$ cat config.mk
export PLATFORM = sky130hd
export DESIGN_NAME = mul_seq
export DESIGN_NICKNAME = d
export VERILOG_FILES = /design/src/rtl/mul_seq.sv
export SDC_FILE = /design/constraint.sdc
export NUM_CORES = 1
export LEC_CHECK = 0
export CAP_MARGIN = 30
export CORE_ASPECT_RATIO = 0.6
export CORE_UTILIZATION = 40
export DETAILED_ROUTE_END_ITERATION = 7
export DONT_BUFFER_PORTS = 1
export HOLD_SLACK_MARGIN = 0.02
export MAX_ROUTING_LAYER = met4
export PLACE_DENSITY = 0.54
export SYNTH_ARGS = -nofsm -noshare
export SYNTH_HDL_FRONTEND = slang
export SYNTH_SLANG_ARGS = --single-unit
$ cat constraint.sdc
create_clock -name clk -period 1.7 [get_ports clk]
set_input_delay 0.255 -clock clk [delete_from_list [all_inputs] [get_ports clk]]
set_output_delay 0.255 -clock clk [all_outputs]
set_load 0.01 [all_outputs]
$ cat src/rtl/mul_seq.sv
// Sequential 16x16->32 unsigned shift-add multiplier that borrows an external ALU
// for every addition; one product every 18 cycles at best.
module mul_seq (
    input  logic        clk,
    input  logic        reset,
    input  logic        start,
    input  logic [15:0] op_a,
    input  logic [15:0] op_b,
    output logic [15:0] alu_a,
    output logic [15:0] alu_b,
    output logic [3:0]  alu_select,
    input  logic [15:0] alu_agg,
    input  logic        alu_c,
    output logic        busy,
    output logic        done,
    output logic [15:0] prod_hi,
    output logic [15:0] prod_lo,
    output logic        prod_v,
    output logic        prod_z
);

    localparam logic [1:0] ST_IDLE = 2'd0;
    localparam logic [1:0] ST_RUN  = 2'd1;
    localparam logic [1:0] ST_DONE = 2'd2;

    localparam logic [3:0] SEL_ADD  = 4'h4;
    localparam logic [3:0] SEL_NONE = 4'h0;

    logic [1:0]  state_reg;
    logic [15:0] acc_reg;
    logic [15:0] mq_reg;
    logic [15:0] mcand_reg;
    logic [3:0]  count_reg;
    logic [15:0] prod_hi_reg;
    logic [15:0] prod_lo_reg;
    logic        prod_v_reg;
    logic        prod_z_reg;

    logic [15:0] acc_next;
    logic [15:0] mq_next;

    // One shift-add step: when the multiplier LSB is set, the ALU sum (with its
    // carry as bit 16) replaces acc before the right shift of {acc, mq}.
    always_comb begin
        acc_next = {1'b0, acc_reg[15:1]};
        mq_next  = {acc_reg[0], mq_reg[15:1]};
        if (mq_reg[0]) begin
            acc_next = {alu_c, alu_agg[15:1]};
            mq_next  = {alu_agg[0], mq_reg[15:1]};
        end
    end

    always_ff @(posedge clk) begin
        if (reset) begin
            state_reg   <= ST_IDLE;
            acc_reg     <= 16'h0000;
            mq_reg      <= 16'h0000;
            mcand_reg   <= 16'h0000;
            count_reg   <= 4'd0;
            prod_hi_reg <= 16'h0000;
            prod_lo_reg <= 16'h0000;
            prod_v_reg  <= 1'b0;
            prod_z_reg  <= 1'b0;
        end else begin
            case (state_reg)
                ST_IDLE: begin
                    if (start) begin
                        mcand_reg <= op_a;
                        mq_reg    <= op_b;
                        acc_reg   <= 16'h0000;
                        count_reg <= 4'd0;
                        state_reg <= ST_RUN;
                    end
                end
                ST_RUN: begin
                    acc_reg <= acc_next;
                    mq_reg  <= mq_next;
                    if (count_reg == 4'd15) begin
                        // Last iteration: capture the finished product directly.
                        prod_hi_reg <= acc_next;
                        prod_lo_reg <= mq_next;
                        prod_v_reg  <= (acc_next != 16'h0000);
                        prod_z_reg  <= ({acc_next, mq_next} == 32'h0000_0000);
                        state_reg   <= ST_DONE;
                    end else begin
                        count_reg <= count_reg + 4'd1;
                    end
                end
                ST_DONE: begin
                    state_reg <= ST_IDLE;
                end
                default: begin
                    state_reg <= ST_IDLE;
                end
            endcase
        end
    end

    assign alu_a      = (state_reg == ST_RUN) ? acc_reg   : 16'h0000;
    assign alu_b      = (state_reg == ST_RUN) ? mcand_reg : 16'h0000;
    assign alu_select = (state_reg == ST_RUN) ? SEL_ADD   : SEL_NONE;

    assign busy    = (state_reg != ST_IDLE);
    assign done    = (state_reg == ST_DONE);
    assign prod_hi = prod_hi_reg;
    assign prod_lo = prod_lo_reg;
    assign prod_v  = prod_v_reg;
    assign prod_z  = prod_z_reg;

endmodule

==> key figures, run 1 <==
Flow run
  • Max-Cap Viols: 0

CTS
  • Worst skew pair latency: around 340 ps
  • Clock sinks: 88
  • Root Buffer: clkbuf_16
  • Clock buffer depth: 2
  • CTS tree: yes
  • Number of H-tree levels: 3
  • Clk slew on worst S/H paths: approximately 60 ps
  • CTS buffer count: 9

Route
  • Routed wire per std cell: around 16 µm
  • Detailed-route wire length: a little over 9000 µm
  • Initial drt markers: 136
  • Via density: between 5 and 6
  • DRC: 0
  • Via count: about 3100
  • Post-DRT Antenna Nets: 0
  • 1st-pass router iterations: 5

Floorplanning
  • IO Count: about 120
  • Die X: ~130 µm
  • Die ar.: about 9600 µm²
  • Die height: 76.5 µm
  • Starting density of the core: 42.3%
  • Cell row count: 26
  • Core area: slightly below 9000 µm²

Worst setup path
  • Worst R2R Path Depth: 6
  • Data required, critical path: 1930 ps
  • WS Path Type: flop to flop
  • Endpoint class of the critical path: flop
  • R2r startpoint: count_reg[0]
  • Buf/Inv on CP: 1
  • CP Max Fanout: 19
  • Startpoint types: flop
  • Crit-path max cell delay: between 300 and 400 ps
  • Cell family with most CP delay: simple AND/OR/NAND/NOR gates
  • Critical Path Start: count_reg[0]
  • RR Endpoint: prod_hi[13]
  • Crit path DAT: between 1500 and 2000 ps
  • Cell-by-cell trace of the critical path: ha_1, nand3_2, nor2_4, buf_12, nor2_1, a211oi_1
  • R2r setup slk: around 130 ps
  • Worst path slowest cell: dfxtp_1

Logic synthesis
  • Most frequent cells after synthesis: nand2_1 (109), dfxtp_1 (88), nor2_1 (42), a21oi_1 (37), and2_1 (32)
  • Post-synthesis cell count: approximately 450
  • Post-synth EDFFs: 0
  • Ys Warns: 0
  • Yosys top cell by area: dfxtp_1
  • Post-synthesis sequential area ratio: ~48%
  • Synthesized cell area: about 3700 µm²
  • Main combinational cell family by area after synthesis: simple AND/OR/NAND/NOR gates
  • Ys flop type: dfxtp_1
  • Synth Area in Simple Gates: between 20% and 30%
  • Synth Area in XOR/XNOR: 0.237%
  • Post-synthesis adder-cell area fraction: 0.338%
  • Compound-Gate Fraction of Synth Area: between 10% and 20%
  • Count leader, synth: nand2_1
  • Synth top area share: a little under half
  • Mux contribution to synthesized area: between 4 and 5%
  • Synth cell types: 38
  • Flops & latches, synth: 88
  • Asr flop ratio synth: 0%
  • Avg Inst Size Synth: just over 8 µm²
  • Ranking of synthesized cells by area: dfxtp_1 (48%), nand2_1 (11%), and2_1 (5.4%)

Place
  • HPWL after DPL: around 6500 µm
  • Pre-CTS setup slack: between 80 and 90 ps
  • Routability congestion estimate: approximately 0.84
  • IO Port Bufs: 0

Finish
  • Final #Nets: between 500 and 600
  • Ratio of cells with drive above 1 in the final layout: about a tenth
  • # diodes: 0
  • Fill cells: 848
  • Area Growth Syn to Fin: 12.5%

Timing
  • Setup violators final: 0
  • Fin. max-slew vios: 0
  • Fin Clk Skew: 3.81 ps
  • RSZ-0062 raised after global routing: no
  • Setup TNS: 0 ps
  • Hold Violations, Final: 13
  • Highest Clock Rate: ~640 MHz
  • Slack of the critical path: 127 ps
  • Hold_ws: -10.2 ps
  • Period utilization: between 90 and 100%
  • Period minus WS final: between 1500 and 2000 ps

Global routing
  • Initial antenna violation count: 0
  • Vias in the first global route: about 2900
  • Largest net degree at the start of global routing: 73
  • First-pass GRT wire length: approximately 15000 µm
  • GR Overflow Total: 0
  • GR Util All Layers: around a fifth

Hold path
  • Worst Hold Launch: reset
  • Worst Hold Class: input port to flop
  • Hold endpoint: prod_lo[10]
  • Worst Hold Path Cells: 1

Status
  • Status: finished, violations left
  • Violated checks: negative hold slack

Pwr
  • Leak: 1.46 nW
  • Pwr/cell area: 1060 nW/µm²
  • Worst VDD drop: between 400 and 500 µV
-- area by class of cell --
type | instances | area, µm² | area share (%)
Clock inverter | 1 | 5.00 | 0.120
Sequential cell | 88 | 1760 | 42.4
Multi-Input combinational cell | 328 | 1780 | 42.7
Timing Repair Buffer | 20 | 204 | 4.90
Tap cell | 112 | 140 | 3.37
Clock buffer | 12 | 256 | 6.17
Inverter | 3 | 16.3 | 0.391
-- repair_timing --
action                     4_1_cts  5_1_grt
setup endpoints to repair       33       61
setup buffers                    3        1
resized for setup                3        4
hold endpoints to repair        69       69
pin swaps                        0        1
-- layer usage --
layer  up-vias  wire length [µm]  share of wire, %  GRT usage (%)
met5         -                 0                 0              -
met3        13               683               7.4           8.36
li1       1527                 -                 -              -
met1      1423              4840                52           28.0
met2       102              3610                39           26.6
met4         0                92               1.0           5.42
-- logic make-up after synthesis --
group,count (synthesis)
multiplexers,16
buffers and inverters,39
other,1
flip-flops,88
AND/OR/NAND/NOR,220
XOR/XNOR,1
AO/OA/AOI/OAI,87
adder cells (fa/ha/maj),1
-- how the worst max path moves through the flow --
| stage | to | slack [ps] | cells after the start |
|---|---|---|---|
| global route | prod_v | 3 | 6 |
| global placement | prod_z | 170 | 5 |
| floorplan | prod_z | 230 | 6 |
| CTS | alu_b[3] | 50 | 4 |
| detailed placement | acc_reg[5] | 80 | 5 |
| finish | prod_hi[13] | 130 | 6 |
-- cell usage in the layout (no fill, tap or decap), drive strengths merged, types with 2 or more instances in the layout --
master	synthesis	routed
a211oi	17	17
a21oi	38	38
a311oi	11	11
and2	32	32
buf	24	20
clkbuf	12	12
clkinv	1	2
conb	1	3
dfxtp	88	88
inv	2	2
mux2i	15	15
nand2	109	109
nand3	4	4
nand4	2	2
nor2	42	42
nor3	11	11
nor4	14	14
o21ai	18	18
-- report_power, final --
part	total (W)	internal [W]	switching [W]
Combinational	0.000412	0.000170	0.000241
Clock	0.00179	0.00104	0.000748
Sequential	0.00221	0.00214	0.0000702
Total	0.00441	0.00335	0.00106
-- metrics by stage --
| step | hold WS, ps | area [µm²] | cells | power [W] | utilization, % |
|---|---|---|---|---|---|
| after detailed placement | 332 | 3830 | 547 | 0.00264 | 43.8 |
| after CTS | -28.5 | 4120 | 563 | 0.00445 | 47.1 |
| after global routing | -26.1 | 4160 | 564 | 0.00460 | 47.5 |
| final | -10.2 | 4160 | 564 | 0.00441 | 47.5 |
| after floorplan | 391 | 3700 | 455 | 0.00256 | - |
| after global placement | 331 | 3830 | 547 | 0.00264 | 43.8 |
No activity file was read; power rests on OpenSTA's default activity.
==> run 2, diff against run 1 <==
PLACE_DENSITY = not set   (was 0.54)
PLACE_DENSITY_LB_ADDON = 0.08   (was not set)
SLEW_MARGIN = 20   (was not set)
==> key figures, run 2 (synthesized netlist as in run 1, its figures left out) <==
CTS
  • Clock buffer depth: 2
  • Clk slew on worst S/H paths: around 60 ps
  • Post-CTS setup buffer count: 0
  • Root Buffer: clkbuf_16
  • Clock sinks: around 90
  • Worst skew pair latency: around 340 ps
  • Number of H-tree levels: 3
  • CTS tree: yes
  • CTS buffer count: 9

Place
  • Routability congestion estimate: between 0.8 and 0.9
  • IO Port Bufs: 0
  • Placed cell count: ~550
  • DP Area: between 3000 and 4000 µm²
  • Pre-CTS setup slack: between 4 and 5 ps
  • HPWL after DPL: roughly 6700 µm

Finish
  • Commonest non-fill, non-tap cell in the layout: nand2_1
  • # diodes: 0
  • Fin area: 4160 µm²
  • Ratio of cells with drive above 1 in the final layout: a little under a tenth
  • Fill cells: approximately 860
  • Area Growth Syn to Fin: 12.5%
  • Final #Nets: roughly 500
  • Commonest non-fill, non-tap cells in the layout: nand2_1 (109), dfxtp_1 (85), nor2_1 (41)
  • Fin cells: approximately 560

Hold path
  • Worst Hold Path Cells: 1
  • Worst Hold Class: input port to flop
  • Worst Hold Launch: reset
  • Hold endpoint: prod_lo[8]

Route
  • DRC: 0
  • Detailed-route wire length: around 9400 µm
  • Routed wire per std cell: 16.7 µm
  • Initial drt markers: ~250
  • 1st-pass router iterations: 4
  • Via density: 5.32
  • Via count: approximately 3000
  • Post-DRT Antenna Nets: 0

Floorplanning
  • Die ar.: around 9600 µm²
  • Die X: approximately 130 µm
  • IO Count: ~120
  • Cell row count: 26
  • Starting density of the core: between 40% and 50%
  • Die height: approximately 76 µm
  • Core area: just under 9000 µm²

Pwr
  • Pint: between 0.003 and 0.004 W
  • Psw: approximately 0.0011 W
  • Power share of the clock group: ~45%
  • Sequential share of power: 46.8%
  • Combinational share of power: under 10%
  • Worst VDD drop: around 570 µV
  • Leak: 1.46 nW
  • Sw Share: ~23%
  • Pwr/cell area: 1130 nW/µm²

Global routing
  • Largest net degree at the start of global routing: 73
  • Vias in the first global route: about 2800
  • GR Overflow Total: 0
  • Initial antenna violation count: 0
  • GR Util All Layers: a little over a fifth
  • First-pass GRT wire length: about 15000 µm

Timing
  • Period minus WS final: 1610 ps
  • Slew margin rel.: between 50 and 60%
  • Highest Clock Rate: roughly 620 MHz
  • Hold Violations, Final: 26
  • Fin Clk Skew: between 10 and 15 ps
  • Setup violators final: 0
  • Slack of the critical path: roughly 90 ps
  • Worst Max-Slew Pin Slew: 618 ps
  • Hold_ws: -17.7 ps
  • RSZ-0062 raised after global routing: no
  • Setup TNS: 0 ps
  • Period utilization: a little over nine tenths
  • Fin. max-slew vios: 0

Status
  • Status: finished, violations left
  • Violated checks: negative hold slack

Flow run
  • Max-Cap Viols: 0

Worst setup path
  • Worst R2R Path Depth: 5
  • WS Path Type: flop to primary output
  • Crit path DAT: roughly 1400 ps
  • Data required, critical path: roughly 1400 ps
  • Startpoint types: flop
  • Endpoint class of the critical path: primary output
  • R2r setup slk: roughly 150 ps
  • R2r startpoint: count_reg[0]
  • CP Max Fanout: 17
  • RR Endpoint: prod_z
run 2: worst max path at each step:
stage                 startpoint          end  slack, ps  cells past startpoint
floorplan           count_reg[0]       prod_z        230                      6
global placement    state_reg[1]  acc_reg[13]        110                      5
detailed placement  state_reg[1]   acc_reg[6]          5                      5
CTS                 state_reg[1]     alu_b[2]         20                      4
global route        count_reg[0]       prod_z         20                      5
finish              state_reg[1]     alu_b[3]         90                      4
run 2: what timing repair did:
item | CTS | global route
endpoints found under the setup margin | 35 | 27
hold endpoints to repair | 69 | 69
gates resized for setup | 6 | 3
run 2: critical path, cell delays in order (launching register included):
cell and delay [ps]:
dfxtp_2 340, nand2b_4 180, inv_8 120, buf_6 170, and2_1 210
run 2: metal layers:
metal | vias up | wire length, µm | track usage [%]
li1 | 1530 | - | -
met1 | 1378 | 4930 | 29.7
met4 | 0 | 52 | 6.51
met2 | 83 | 3780 | 26.9
met3 | 5 | 640 | 7.44
met5 | - | 0 | -
run 2: cell type report:
cell class                 instances  area, µm²  area share (%)
inverter                           3       18.8           0.451
sequential                        88       1770            42.4
clock buffer                      13        250            6.02
multi-input combinational        328       1770            42.5
timing repair buffer              16        153            3.67
tap                              112        140            3.37
clock inverter                     3       65.1            1.56
run 2: per-stage QoR:
stage	utilization, %	power (W)
2_1_floorplan	-	0.00256
3_3_place_gp	43.6	0.00264
3_5_place_dp	43.6	0.00265
4_1_cts	47.5	0.00477
5_1_grt	47.5	0.00492
6_report	47.5	0.00472
run 2: power by group through the flow:
stage          Sequential (W)  Combinational, W  Clock [W]
2_1_floorplan         0.00223          0.000330          0
3_3_place_gp          0.00225          0.000388          0
3_5_place_dp          0.00225          0.000394          0
4_1_cts               0.00221          0.000401    0.00216
5_1_grt               0.00222          0.000445    0.00225
6_report              0.00221          0.000398    0.00211
